$ cat src/rtl/fir_window_serializer.sv
// fir_window_serializer: streams a parallel N-sample window out one sample per cycle, oldest first.
module fir_window_serializer #(
  parameter int N = 4,
  parameter int W = 16
) (
  input  logic           system1000,
  input  logic           system1000_rst,
  input  logic           in_valid,
  output logic           in_ready,
  input  logic [N*W-1:0] in_data,
  output logic           out_valid,
  input  logic           out_ready,
  output logic [W-1:0]   out_data,
  output logic           out_last
);
  localparam int IW = $clog2(N);
  localparam logic [IW-1:0] IDX_TOP = IW'(N - 1);
  typedef enum logic {IDLE, SEND} state_t;
  state_t         state_q, state_d;
  logic [N*W-1:0] win_q, win_d;
  logic [IW-1:0]  idx_q, idx_d;
  logic           fire_s, fire_w;
  always_comb begin
    out_valid = state_q == SEND;
    out_last  = out_valid && idx_q == '0;
    out_data  = out_valid ? win_q[idx_q*W +: W] : '0;
    // out_ready feeds in_ready directly so a new window lands on the last-sample cycle
    in_ready  = !system1000_rst && (state_q == IDLE || (out_last && out_ready));
    fire_s    = out_valid && out_ready;
    fire_w    = in_valid && in_ready;
    state_d   = state_q;
    idx_d     = idx_q;
    win_d     = win_q;
    if (fire_w) begin
      win_d   = in_data;
      idx_d   = IDX_TOP;
      state_d = SEND;
    end else if (fire_s) begin
      idx_d   = idx_q == '0 ? IDX_TOP : idx_q - 1'b1;
      state_d = idx_q == '0 ? IDLE : SEND;
    end
  end
  always_ff @(posedge system1000 or posedge system1000_rst) begin
    if (system1000_rst) begin
      state_q <= IDLE;
      win_q   <= '0;
      idx_q   <= IDX_TOP;
    end else begin
      state_q <= state_d;
      win_q   <= win_d;
      idx_q   <= idx_d;
    end
  end
endmodule

$ cat config.mk
export PLATFORM = sky130hd
export DESIGN_NAME = fir_window_serializer
export DESIGN_NICKNAME = d
export VERILOG_FILES = /design/src/rtl/fir_window_serializer.sv
export SDC_FILE = /design/constraint.sdc
export NUM_CORES = 1
export LEC_CHECK = 0
export BUFFER_PORTS_ARGS = -buffer_cell sky130_fd_sc_hd__buf_2
export CORE_ASPECT_RATIO = 0.6
export CORE_MARGIN = 3
export CORE_UTILIZATION = 35
export DETAILED_ROUTE_END_ITERATION = 7
export PLACE_DENSITY = 0.68
export REMOVE_ABC_BUFFERS = 1
export SLEW_MARGIN = 20
export SYNTH_ARGS = -nofsm -noshare
export SYNTH_HDL_FRONTEND = slang
export SYNTH_SLANG_ARGS = --single-unit
$ cat constraint.sdc
create_clock -name system1000 -period 4.48 [get_ports system1000]
set_clock_uncertainty 0.15 [all_clocks]
set_input_delay 1.12 -clock system1000 [delete_from_list [all_inputs] [get_ports system1000]]
set_output_delay 1.12 -clock system1000 [all_outputs]
set_load 0.05 [all_outputs]
Word level (Yosys, flattened, before mapping)
Cells that the tools add are included.
Word-level totals
  register bits: 67
  latch bits: 0
  RAM bits: 0
  ROM bits: 0
  bits of input ports: 68
  logic and storage cells: 22
  memories kept: 0
Cells by class
  add/subtract/negate cells: 1
  $mul: 0
  divide/modulo/power cells: 0
  magnitude comparators: 0
  equal/unequal tests: 0
  shifts and indexed selects: 1
  muxes and demuxes: 7
  bitwise logic cells: 1
  reductions and logical operators: 9
Operator list (number)
  indexed part select 64 x 7 -> 16 bit: 1
  2-to-1 mux 16 bit: 1
  2-to-1 mux 2 bit: 3
  logical AND 1 bit: 5
  2-to-1 mux 1 bit: 3
  zero test 2 bit: 1
  nonzero test 2 bit: 1
  subtractor 2 x 1 -> 2 bit (second input constant): 1
  zero test 1 bit: 1
  logical OR 1 bit: 1
  inverter 1 bit: 1

Logic depth before layout (Yosys ltp)
  word-level depth: 7
  gate-level depth with buffers: 8
  mapped depth without buffers: 5

Worst setup path before layout
OpenSTA, ideal clock, no wires.
  path type: register -> output
  from: register state_q, in the netlist out_valid
  to: output port out_data[10]
  arrival: 1.966 ns
  required time: 3.210 ns
  path slack: 1.244 ns
  stages on the path, launching flop included: 4
  buffers on the path: 1
  cells stage by stage: dfrtp_1 > nand2_1 > clkbuf_1 > o22ai_1
Between the ends
  word-level cells in the longest chain between the ends: 1
RTL lines
  start: declaration: RTL line 19  | state_t state_q, state_d;
  start signal: assignment: RTL line 49  | state_q <= state_d;
  2-to-1 mux 16 bit: RTL line 26  | out_data = out_valid ? win_q[idx_q*W +: W] : '0;
  end: declaration: RTL line 13  | output logic [W-1:0] out_data,
Every way passes these cells.

Final worst setup path
  from: register idx_q[0]
  to: output port out_data[5]
Between the ends
  word-level cells in the longest chain between the ends: 2
RTL lines
  start: declaration: RTL line 21  | logic [IW-1:0] idx_q, idx_d;
  start signal: assignment: RTL line 51  | idx_q <= idx_d;
  indexed part select 64 x 7 -> 16 bit: RTL line 26
  2-to-1 mux 16 bit: RTL line 26
Every way passes these cells.

==> out/metrics.sh <==
STATUS='complete, no violations'
FIN_CRIT_SH_PCT=82.2
NETLIST_TOP_CELLS_AREA='sky130_fd_sc_hd__dfrtp_1, sky130_fd_sc_hd__mux2_4, sky130_fd_sc_hd__mux2i_1'
SYNTH_LARGEST_AREA_CELL='sky130_fd_sc_hd__dfrtp_1'
FINALWORSTPATHREQUIREDPERIOD_NS=3.68
WORST_PATH_LARGEST_CELL_DELAY_NS=1.02
ANTENNA_VIOLATING_NETS_POST_ROUTE=0
ANTENNA_CELLS_INSERTED=0
CTS.SINKS=67
POSTSYNTHREGISTERBITS=67
INTPOWER_mW=2.10
MAX_SLEW_MARGIN_PCT=42.7
WL_PER_CELL_UM=16.6
CRIT_FANOUT=23
NETLIST_TOP_CELLS_COUNT='sky130_fd_sc_hd__dfrtp_1, sky130_fd_sc_hd__mux2_4, sky130_fd_sc_hd__mux2i_1, sky130_fd_sc_hd__o22ai_1, sky130_fd_sc_hd__buf_8'
PLACEABLECOREAREA_UM2=8850
TIMING.CRITICAL_PATH.CELLS='buf_4 > mux2i_1 > o22ai_1 > buf_2'
YOSYS.CELL_COUNT.TOP_TYPE='sky130_fd_sc_hd__dfrtp_1'
FINAL_NET_COUNT=367
LAYOUT-DRIVE-GT1-SHARE_PCT=56.8
CELLLEAKAGEPOWER_nW=2.07
POWER.SEQUENTIAL.FRACTION_PCT=32.7
NUMBER_OF_H_TREE_LEVELS=3
ROUTE.VIAS.TOTAL=2009
FINALCOREUTILIZATION_PCT=46.2
SETUP.WORST_PATH.START_CLASS='register'
YOSYSWARNINGS=0
ROOT_BUFFER='sky130_fd_sc_hd__clkbuf_16'
CLKLATENCYLATEPIN_NS=0.32
POST_CTS_RESIZED=0
CTS.REPAIR_TIMING.SETUP_BUFFER_COUNT=0
GRT_PASS1_VIAS=2190
DETAILEDROUTE.FIRSTITERATIONVIOLATIONS=120
POWER.SHARE.COMBINATIONAL_PCT=48.1
N_FILL_CELL=837
PLACEMENT_ROWS=26
IOS=87
POST-SYNTH-TOP-AREA-FRACTION_PCT=49.3
MAPPEDNETLISTAREA_UM2=3300
CP-END-KIND='output pin'
GRT_START_MAX_NET_PINS=37
CLKTRANSATPATHREGS_NS=0.05
CLOCKPOWERSHARE_PCT=19.2
WORSTSETUPPATHTYPE='reg -> out'
SYNTH-SEQ-AREA-SHARE_PCT=50.9
SYNTH_AREA_PER_CELL_UM2=15.7
FIRSTDRTPASSITERS=4
PLACE.PORT_BUFFERS=86
FINAL_COUNT_OF_HOLD_TIMING_VIOLATIONS=0
GRT_USAGE_PCT=14.2
CTS_TREE='done'
ROUTE.FINAL.WIRE_LENGTH_UM=7070
CLOCK_TREE.BUFFER_DEPTH=2
TIMING.FMAX_MHz=272
GRT_MAX_USAGE_LAYER='met2'
MAX_CAP_VIOL_COUNT=0
TIGHTEST_SLEW_NS=0.857
WORST_IR_DROP_VDD_V=0.000433
AREA_GROWTH_SYN_TO_LAYOUT_PCT=23.9
GRT_ANTENNA_BEFORE_REPAIR=1
MULTI_INPUT_AREA_UM2=1490
POST_SYNTH_NUM_CELL_TYPES=21
SYNTH-EDFF-COUNT=0
CTS_HOLD_REPAIR.BUFFERS=0
DIEWIDTH_UM=131
INITIAL_UTILIZATION_PCT=37.3
POST_DRT_VIA_CELL_RATIO=4.70
ARRIVAL_NS=2.41
YS_DOMINANT_REG_CELL='sky130_fd_sc_hd__dfrtp_1'
SLOWEST_LIBRARY_CELL_ON_THE_WORST_PATH='sky130_fd_sc_hd__dfstp_2'
CTS-BUFFERS-INSERTED=9
FINAL_CELLS=427
SW_SHARE_PCT=39.9
GATE_COUNT_POST_SYNTH=210
FINALMAXSLEWVIOLATIONS=0
GR-USAGE-MET1_PCT=18.7
GRT_PASS1_WL_UM=11400
GRT_REMAINING_OVERFLOW=0
DP.FINAL_HPWL_UM=4790
MET2_USAGE_PCT=20.7
DRC=0
P_SWITCHING_mW=1.40
ROUTABILITYCONGESTION=0.777
DIE-AREA_UM2=10700
REGAREA_UM2=1680
TNS_NS=0
MIN_DELAY_PATH_CLASS='reg -> reg'
ASYNC_FLOP_SHARE_PCT=100
PLACED_CELLS=413
RSZ0062_AT_GRT='false'
CP.REQUIRED_NS=3.21
CELLPOWERDENSITY_nW_PER_UM2=856
GROUTE.LAYER.MET3.USAGE_PCT=6.62
FP.DIEH_UM=81.2
FINAL-SETUP-VIOL-COUNT=0
worst paths after layout:
path                                     start     endpoint  slack (ns)  depth (start not counted)
max in group asynchronous       system1000_rst    win_q[27]        2.50                          3
worst min register to register        win_q[2]     win_q[2]        0.35                          1
worst max-delay path                  idx_q[0]  out_data[5]        0.80                          4
min in group asynchronous       system1000_rst    out_valid        0.76                          2
worst min-delay path                  win_q[2]     win_q[2]        0.35                          1
worst max register to register        idx_q[0]    win_q[10]        1.73                          6
per-layer routing:
layer	wire length [µm]	share of wire, %
met1	3560	50
met2	2860	40
met3	549	7.8
met4	81	1.1
met5	13	0.18
kinds of logic after synthesis:
| group | share of synthesized area (%) |
|---|---|
| AOI/OAI and AO/OA | 4.29 |
| buffers and inverters | 3.91 |
| muxes | 38.4 |
| and+or+nand+nor | 2.16 |
| DFF | 50.9 |
| adders and majority gates | 0.379 |
power by group through the flow:
stage	Clock [mW]	Combinational, mW	Sequential (mW)
after floorplan	0	1.34	1.11
after global placement	0	1.65	1.14
after detailed placement	0	1.69	1.15
after CTS	0.696	1.70	1.15
after global routing	0.727	1.78	1.19
final	0.671	1.68	1.15
layout make-up:
cell class                      instances  area share, %
Multi-Input combinational cell        128           36.5
Tap cell                              126           3.86
Sequential cell                        67           41.1
Timing Repair Buffer                   89           11.4
Inverter                                3          0.275
Clock buffer                           11           5.94
Clock inverter                          3          0.979
critical path, delay by kind of cell, from the launching register on:
kind / cells / cell delay, ns
AOI/OAI and AO/OA: 1 / 0.12
muxes: 1 / 0.28
buffers and inverters: 2 / 0.65
DFF: 1 / 1.02
state kept, by name, summed over array words and instances (netlist names):
register	count
win_q	64
idx_q	2
out_valid	1
through the flow:
stage               area (µm²)  hold WS [ns]  worst slack (ns)  total power, mW
finish                    4090         0.352             0.799             3.50
global route              4090         0.372             0.698             3.69
CTS                       4090         0.359             0.783             3.54
detailed placement        3800         0.343              1.15             2.84
floorplan                 3180         0.330              1.21             2.45
global placement          3800         0.339              1.28             2.79
layout by cell type (no fill, tap or decap), types with 3 or more instances in the layout:
cell,count
sky130_fd_sc_hd__nand2_1,3
sky130_fd_sc_hd__mux2_4,60
sky130_fd_sc_hd__mux2_2,4
sky130_fd_sc_hd__buf_2,86
sky130_fd_sc_hd__o22ai_1,16
sky130_fd_sc_hd__dfrtp_1,65
sky130_fd_sc_hd__clkbuf_16,9
sky130_fd_sc_hd__nand2b_1,3
sky130_fd_sc_hd__mux2i_1,32
Power figures use the tool's default switching activity.
